$ cat config.mk
export PLATFORM = sky130hd
export DESIGN_NAME = div_int_dispatch_flat
export DESIGN_NICKNAME = d
export VERILOG_FILES = /design/src/rtl/div_pkg.sv /design/src/rtl/div_int_dispatch_if.sv /design/src/rtl/div_req_fifo.sv /design/src/rtl/div_int_dispatch.sv /design/src/flat_wrapper.sv
export SDC_FILE = /design/constraint.sdc
export NUM_CORES = 1
export LEC_CHECK = 0
export CORE_ASPECT_RATIO = 1.25
export CORE_MARGIN = 3
export CORE_UTILIZATION = 27
export CTS_CLUSTER_SIZE = 14
export DETAILED_ROUTE_END_ITERATION = 8
export PLACE_DENSITY = 0.55
export SLEW_MARGIN = 20
export SYNTH_ARGS = -nofsm -noshare
export SYNTH_HDL_FRONTEND = slang
export SYNTH_SLANG_ARGS = --single-unit
export TNS_END_PERCENT = 100
$ cat constraint.sdc
create_clock -name clock -period 3.81 [get_ports clock]
set_input_delay 0.9525 -clock clock [delete_from_list [all_inputs] [get_ports clock]]
set_output_delay 0.9525 -clock clock [all_outputs]
set_load 0.01 [all_outputs]
$ cat src/rtl/div_pkg.sv
// Shared types and constants for the divider dispatch stage.
// Holds the opcode encodings, FSM state enum and the default request entry layout.
package div_pkg;

  localparam int DIV_XLEN  = 32;
  localparam int DIV_TAG_W = 4;

  localparam logic DIV_OP_UNSIGNED = 1'b0;
  localparam logic DIV_OP_SIGNED   = 1'b1;

  typedef enum logic [1:0] {
    S_IDLE = 2'd0,
    S_BUSY = 2'd1,
    S_HOLD = 2'd2
  } div_state_e;

  typedef struct packed {
    logic                 opcode;
    logic [DIV_XLEN-1:0]  dividend;
    logic [DIV_XLEN-1:0]  divisor;
    logic [DIV_TAG_W-1:0] tag;
  } div_req_t;

endpackage

$ cat src/rtl/div_int_dispatch_if.sv
// Request, divider-issue and response signals of the dispatch stage.
// slave = dispatch stage view, master = surrounding environment view.
interface div_int_dispatch_if #(
  parameter int XLEN  = 32,
  parameter int TAG_W = 4
);
  logic             req_valid;
  logic             req_ready;
  logic             req_opcode;
  logic [XLEN-1:0]  req_dividend;
  logic [XLEN-1:0]  req_divisor;
  logic [TAG_W-1:0] req_tag;

  logic             div_valid_in;
  logic             div_opcode;
  logic [XLEN-1:0]  div_dividend;
  logic [XLEN-1:0]  div_divisor;
  logic             div_valid_out;
  logic [XLEN-1:0]  div_quotient;
  logic [XLEN-1:0]  div_remainder;

  logic             rsp_valid;
  logic             rsp_ready;
  logic [XLEN-1:0]  rsp_quotient;
  logic [XLEN-1:0]  rsp_remainder;
  logic [TAG_W-1:0] rsp_tag;

  modport slave (
    input  req_valid, req_opcode, req_dividend, req_divisor, req_tag,
    output req_ready,
    output div_valid_in, div_opcode, div_dividend, div_divisor,
    input  div_valid_out, div_quotient, div_remainder,
    output rsp_valid, rsp_quotient, rsp_remainder, rsp_tag,
    input  rsp_ready
  );

  modport master (
    output req_valid, req_opcode, req_dividend, req_divisor, req_tag,
    input  req_ready,
    input  div_valid_in, div_opcode, div_dividend, div_divisor,
    output div_valid_out, div_quotient, div_remainder,
    input  rsp_valid, rsp_quotient, rsp_remainder, rsp_tag,
    output rsp_ready
  );
endinterface

$ cat src/rtl/div_req_fifo.sv
// In-order request FIFO, DEPTH entries (power of 2); head visible combinationally.
// Push is dropped when full and pop when empty; simultaneous push/pop both take effect.
module div_req_fifo #(
  parameter int DEPTH = 4,
  parameter int WIDTH = 8
) (
  input  logic             clock,
  input  logic             reset,
  input  logic             push,
  input  logic [WIDTH-1:0] push_data,
  input  logic             pop,
  output logic [WIDTH-1:0] head,
  output logic             full,
  output logic             empty
);
  localparam int AW    = $clog2(DEPTH);
  localparam int CNT_W = AW + 1;

  logic [WIDTH-1:0] mem [DEPTH];
  logic [AW-1:0]    wr_ptr;
  logic [AW-1:0]    rd_ptr;
  logic [CNT_W-1:0] count;
  logic             do_push;
  logic             do_pop;

  assign full    = (count == CNT_W'(DEPTH));
  assign empty   = (count == '0);
  assign do_push = push && !full;
  assign do_pop  = pop && !empty;
  assign head    = mem[rd_ptr];

  always_ff @(posedge clock) begin
    if (do_push) mem[wr_ptr] <= push_data;
  end

  always_ff @(posedge clock or negedge reset) begin
    if (!reset) begin
      wr_ptr <= '0;
      rd_ptr <= '0;
      count  <= '0;
    end else begin
      if (do_push) wr_ptr <= wr_ptr + 1'b1;
      if (do_pop)  rd_ptr <= rd_ptr + 1'b1;
      case ({do_push, do_pop})
        2'b10:   count <= count + 1'b1;
        2'b01:   count <= count - 1'b1;
        default: count <= count;
      endcase
    end
  end
endmodule

$ cat src/rtl/div_int_dispatch.sv
// Queues divide requests and issues one at a time to div_int; returns tagged results.
// Optional DIV_DISPATCH_ZERO_BYPASS_EN answers divide-by-zero locally without using the divider.
module div_int_dispatch
  import div_pkg::*;
#(
  parameter int DEPTH = 4,
  parameter int TAG_W = DIV_TAG_W,
  parameter int XLEN  = DIV_XLEN
) (
  input logic              clock,
  input logic              reset,
  div_int_dispatch_if.slave bus
);
  typedef struct packed {
    logic             opcode;
    logic [XLEN-1:0]  dividend;
    logic [XLEN-1:0]  divisor;
    logic [TAG_W-1:0] tag;
  } entry_t;

  entry_t     push_entry;
  entry_t     head;
  logic       full;
  logic       empty;
  logic       pop;
  logic       issue;
  logic       bypass;
  logic       capture;
  logic       rsp_done;
  div_state_e state_q;
  div_state_e state_d;

  logic             div_valid_q;
  logic             div_opcode_q;
  logic [XLEN-1:0]  div_dividend_q;
  logic [XLEN-1:0]  div_divisor_q;
  logic [TAG_W-1:0] inflight_tag_q;
  logic             rsp_valid_q;
  logic [XLEN-1:0]  rsp_quotient_q;
  logic [XLEN-1:0]  rsp_remainder_q;
  logic [TAG_W-1:0] rsp_tag_q;

  assign push_entry    = {bus.req_opcode, bus.req_dividend, bus.req_divisor, bus.req_tag};
  assign bus.req_ready = !full;

  div_req_fifo #(.DEPTH(DEPTH), .WIDTH($bits(entry_t))) u_fifo (
    .clock     (clock),
    .reset     (reset),
    .push      (bus.req_valid),
    .push_data (push_entry),
    .pop       (pop),
    .head      (head),
    .full      (full),
    .empty     (empty)
  );

  always_ff @(posedge clock or negedge reset) begin
    if (!reset) state_q <= S_IDLE;
    else        state_q <= state_d;
  end

  always_comb begin
    state_d  = state_q;
    pop      = 1'b0;
    issue    = 1'b0;
    bypass   = 1'b0;
    capture  = 1'b0;
    rsp_done = 1'b0;
    case (state_q)
      S_IDLE: begin
        if (!empty) begin
          pop = 1'b1;
`ifdef DIV_DISPATCH_ZERO_BYPASS_EN
          if (head.divisor == '0) begin
            bypass  = 1'b1;
            state_d = S_HOLD;
          end else begin
            issue   = 1'b1;
            state_d = S_BUSY;
          end
`else
          issue   = 1'b1;
          state_d = S_BUSY;
`endif
        end
      end
      S_BUSY: begin
        if (bus.div_valid_out) begin
          capture = 1'b1;
          state_d = S_HOLD;
        end
      end
      S_HOLD: begin
        if (rsp_valid_q && bus.rsp_ready) begin
          rsp_done = 1'b1;
          state_d  = S_IDLE;
        end
      end
      default: state_d = S_IDLE;
    endcase
  end

  // Operands persist after the issue pulse so the divider may sample them late.
  always_ff @(posedge clock or negedge reset) begin
    if (!reset) begin
      div_valid_q     <= 1'b0;
      div_opcode_q    <= 1'b0;
      div_dividend_q  <= '0;
      div_divisor_q   <= '0;
      inflight_tag_q  <= '0;
      rsp_valid_q     <= 1'b0;
      rsp_quotient_q  <= '0;
      rsp_remainder_q <= '0;
      rsp_tag_q       <= '0;
    end else begin
      div_valid_q <= issue;
      if (issue) begin
        div_opcode_q   <= head.opcode;
        div_dividend_q <= head.dividend;
        div_divisor_q  <= head.divisor;
        inflight_tag_q <= head.tag;
      end
      if (capture) begin
        rsp_valid_q     <= 1'b1;
        rsp_quotient_q  <= bus.div_quotient;
        rsp_remainder_q <= bus.div_remainder;
        rsp_tag_q       <= inflight_tag_q;
      end else if (bypass) begin
        rsp_valid_q     <= 1'b1;
        rsp_quotient_q  <= '1;
        rsp_remainder_q <= head.dividend;
        rsp_tag_q       <= head.tag;
      end else if (rsp_done) begin
        rsp_valid_q <= 1'b0;
      end
    end
  end

  assign bus.div_valid_in  = div_valid_q;
  assign bus.div_opcode    = div_opcode_q;
  assign bus.div_dividend  = div_dividend_q;
  assign bus.div_divisor   = div_divisor_q;
  assign bus.rsp_valid     = rsp_valid_q;
  assign bus.rsp_quotient  = rsp_quotient_q;
  assign bus.rsp_remainder = rsp_remainder_q;
  assign bus.rsp_tag       = rsp_tag_q;
endmodule

$ cat src/flat_wrapper.sv
// flat-port wrapper written by rule: the top's interface ports become plain ports
module div_int_dispatch_flat import div_pkg::*;
#(
  parameter int DEPTH = 4,
  parameter int TAG_W = DIV_TAG_W,
  parameter int XLEN  = DIV_XLEN
)
  (clock, reset, bus_req_valid, bus_req_opcode, bus_req_dividend, bus_req_divisor, bus_req_tag, bus_req_ready, bus_div_valid_in, bus_div_opcode, bus_div_dividend, bus_div_divisor, bus_div_valid_out, bus_div_quotient, bus_div_remainder, bus_rsp_valid, bus_rsp_quotient, bus_rsp_remainder, bus_rsp_tag, bus_rsp_ready);
  div_int_dispatch_if #(.XLEN(XLEN), .TAG_W(TAG_W)) bus_i ();
  input logic clock;
  input logic reset;
  input wire logic [$bits(bus_i.req_valid)-1:0] bus_req_valid;
  input wire logic [$bits(bus_i.req_opcode)-1:0] bus_req_opcode;
  input wire logic [$bits(bus_i.req_dividend)-1:0] bus_req_dividend;
  input wire logic [$bits(bus_i.req_divisor)-1:0] bus_req_divisor;
  input wire logic [$bits(bus_i.req_tag)-1:0] bus_req_tag;
  output wire logic [$bits(bus_i.req_ready)-1:0] bus_req_ready;
  output wire logic [$bits(bus_i.div_valid_in)-1:0] bus_div_valid_in;
  output wire logic [$bits(bus_i.div_opcode)-1:0] bus_div_opcode;
  output wire logic [$bits(bus_i.div_dividend)-1:0] bus_div_dividend;
  output wire logic [$bits(bus_i.div_divisor)-1:0] bus_div_divisor;
  input wire logic [$bits(bus_i.div_valid_out)-1:0] bus_div_valid_out;
  input wire logic [$bits(bus_i.div_quotient)-1:0] bus_div_quotient;
  input wire logic [$bits(bus_i.div_remainder)-1:0] bus_div_remainder;
  output wire logic [$bits(bus_i.rsp_valid)-1:0] bus_rsp_valid;
  output wire logic [$bits(bus_i.rsp_quotient)-1:0] bus_rsp_quotient;
  output wire logic [$bits(bus_i.rsp_remainder)-1:0] bus_rsp_remainder;
  output wire logic [$bits(bus_i.rsp_tag)-1:0] bus_rsp_tag;
  input wire logic [$bits(bus_i.rsp_ready)-1:0] bus_rsp_ready;
  assign bus_i.req_valid = bus_req_valid;
  assign bus_i.req_opcode = bus_req_opcode;
  assign bus_i.req_dividend = bus_req_dividend;
  assign bus_i.req_divisor = bus_req_divisor;
  assign bus_i.req_tag = bus_req_tag;
  assign bus_req_ready = bus_i.req_ready;
  assign bus_div_valid_in = bus_i.div_valid_in;
  assign bus_div_opcode = bus_i.div_opcode;
  assign bus_div_dividend = bus_i.div_dividend;
  assign bus_div_divisor = bus_i.div_divisor;
  assign bus_i.div_valid_out = bus_div_valid_out;
  assign bus_i.div_quotient = bus_div_quotient;
  assign bus_i.div_remainder = bus_div_remainder;
  assign bus_rsp_valid = bus_i.rsp_valid;
  assign bus_rsp_quotient = bus_i.rsp_quotient;
  assign bus_rsp_remainder = bus_i.rsp_remainder;
  assign bus_rsp_tag = bus_i.rsp_tag;
  assign bus_i.rsp_ready = bus_rsp_ready;
  div_int_dispatch #(.DEPTH(DEPTH), .TAG_W(TAG_W), .XLEN(XLEN)) u_core (.clock(clock), .reset(reset), .bus(bus_i));
endmodule
==> flow_summary.ini <==
[run_status]
status = finished, final reports clean

[cells_and_area]
antenna_cells = 0
syn2layout_area_growth_pct = 31.6
ff_latch_area_mm2 = 0.0120
multi_input_area_mm2 = 0.00382
fillers = 5500
layout.nets = 1151
drive_above_1_share_pct = 24.6

[placed_design]
gp_congestion = 0.669
port_buffers = 273
hpwl_mm = 23.7
pre_cts_slack_ns = 0.929

[die]
die_y_um = 279
initial_utilization_pct = 27.4
die-area_mm2 = 0.0627
core-area_mm2 = 0.0587
pin_count = 274
die_x_um = 225
fp-row-count = 99

[yosys]
synth_top_flop_cell = edfxtp_1
ys_ff_latch = 424
ys_warn_count = 0
syn_area_per_cell_um2 = 23.0
ys_seq_area_share_pct = 74.4
syn_nets = 846
netlist_area_mm2 = 0.0161
yosysUniqueCellTypes = 29
synthCells = 702
synthArstFlopShare_pct = 34.9
synth-edff-count = 276

[clock_tree]
tritoncts = yes
cts_repair_resize_count = 0
cts_post_setup_buffers_inserted = 0
clockRootBuffer = clkbuf_16
clkLatencyLatePin_ns = 0.57
cts.hold.buffers_added = 0
clk_pin_slew_ns = 0.06
cts_made_buffers = 46
htreeDepth = 2
cts_sinks = 424
clockBufferDepth = 3

[detailed_routing]
drt_first_pass_iters = 4
route.detailed.drc = 0
avgViaCountPerCell = 4.27
routedWlPerCell_um = 20.5
wl_mm = 36.9
num_vias = 7688
drt_iter0_drc = 370
ant_nets = 0

[worst_setup_path]
r2r_setup_slack_ns = 1.48
arrival_ns = 2.05
crit_path_end_kind = primary output
worst_ep_required_time_ns = 2.86
critPathCapture = bus_req_ready
cp-start-kind = register
reg2reg_depth = 9
regToRegStartpoint = u_core.u_fifo.count[0]$_DFFE_PN0P_
startpoint = u_core.u_fifo.count[0]$_DFFE_PN0P_
cp_max_fo = 6
path_class = register to primary output
r2r_end = u_core.u_fifo.count[2]$_DFFE_PN0P_

[sta]
rsz0062_at_grt = false
fmax_mhz = 333
worst_pin_slew_ns = 1.07
drv_slew = 0
fin_tns_setup_ns = 0
relSlewSlack_pct = 28.6
layout_setup_ws_ns = 0.805
setup_viol = 0
finalHoldViolations = 0
finalCritPeriodShare_pct = 78.9
clock_skew_ns = 0.0203
fin_crit_ns = 3.00

[run]
drv_cap = 0

[global_routing]
grt_pass1_vias = 8419
antenna_found_initial = 0
grtUsageTotal_pct = 11.7
grt_first_pass_wirelength_mm = 55.0
gr-total-overflow = 0
grt_max_degree = 71

[power_and_ir_drop]
ir_drop_mv = 0.324
power_density_mw_per_mm2 = 838
p_leak_uw = 0.00783
power_uw = 17800

[min_path]
holdCritPathClass = input port to asynchronous set/reset pin
synthesized netlist by cell type, types with 3 or more instances:
cell type,count,area (um2)
edfxtp_1,276,8290
dfrtp_1,148,3700
mux2_2,71,800
mux2_4,67,1010
mux4_1,47,1230
mux4_2,22,495
buf_6,9,101
clkbuf_1,8,30.0
inv_1,8,30.0
buf_2,7,35.0
buf_12,6,120
ha_1,5,62.6
and3_1,4,25.0
xnor2_1,4,35.0
o21ai_0,3,15.0
sequential cells by signal, indices dropped and copies added (netlist names):
register	cells
u_core.u_fifo.mem	276
u_core.bus.rsp_quotient	32
u_core.bus.rsp_valid	1
u_core.u_fifo.count	3
u_core.bus.div_valid_in	1
u_core.bus.rsp_tag	4
u_core.bus.div_divisor	32
u_core.bus.div_opcode	1
u_core.state_q	2
u_core.u_fifo.rd_ptr	2
u_core.inflight_tag_q	4
u_core.bus.rsp_remainder	32
u_core.u_fifo.wr_ptr	2
u_core.bus.div_dividend	32
placed cells by master, fill, tap and decap left out, drive strengths merged:
master,n
xor2,2
nor2,1
ha,5
or4b,1
and3,4
nand2b,1
mux2i,1
buf,16
xnor2,4
and2,1
clkdlybuf4s50,272
or3b,1
or3,1
inv,11
dfrtp,148
mux2,138
nand2,2
edfxtp,276
nor3,1
o21ai,3
bufinv,4
clkbuf,56
mux4,69
fa,1
nand3b,1
a21oi,2
clkinv,18
clkinvlp,5
power breakdown:
part	switching (uW)	internal, uW	leakage [uW]
combinational	2420	3740	0.00284
clock	1840	2530	0.000724
sequential	819	6420	0.00426
total	5090	12700	0.00783
layout make-up:
type | count | area share [%]
inverter | 8 | 0.142
timing repair buffer | 288 | 13.8
sequential | 424 | 56.6
tap | 757 | 4.46
clock buffer | 56 | 5.65
multi-input combinational | 239 | 18.0
clock inverter | 30 | 1.36
per-stage QoR:
step	cell area, um2	hold slack [ns]	utilization [%]	cells
2_1_floorplan	16100	0.455	-	702
3_3_place_gp	19700	0.474	33.6	1716
3_5_place_dp	19700	0.492	33.6	1716
4_1_cts	21200	0.396	36.1	1802
5_1_grt	21200	0.426	36.1	1802
6_report	21200	0.394	36.1	1802
critical path: stages, from the launching register on:
cell	delay, ns
dfrtp_1	0.41
or3b_1	0.48
clkdlybuf4s50_1	0.58
metal layers:
metal | vias up | wire, um | GRT usage [%]
met5 | - | 0 | 0
met4 | 0 | 820 | 3.42
met3 | 57 | 2220 | 2.97
met2 | 233 | 18700 | 20.5
met1 | 3955 | 15100 | 14.2
li1 | 3443 | - | -
worst min-delay path by stage:
stage	startpoint	endpoint	depth (start not counted)
2_1_floorplan	u_core.u_fifo.count[2]$_DFFE_PN0P_	u_core.u_fifo.count[2]$_DFFE_PN0P_	1
3_3_place_gp	u_core.u_fifo.count[2]$_DFFE_PN0P_	u_core.u_fifo.count[2]$_DFFE_PN0P_	1
3_5_place_dp	u_core.bus.div_divisor[26]$_DFFE_PN0P_	u_core.bus.div_divisor[26]$_DFFE_PN0P_	1
4_1_cts	reset	u_core.bus.rsp_quotient[7]$_DFFE_PN0P_	1
5_1_grt	reset	u_core.bus.rsp_quotient[7]$_DFFE_PN0P_	1
6_report	reset	u_core.bus.rsp_quotient[7]$_DFFE_PN0P_	1
kinds of logic after synthesis:
group	Yosys count	share of synthesized area, %
fa+ha+maj	6	0.512
mux	208	22.0
xor+xnor	6	0.326
simple gates	14	0.536
flops	424	74.4
compound gates	5	0.155
buf+inv	39	2.06
Note: power is estimated with default switching activity, not from simulation.
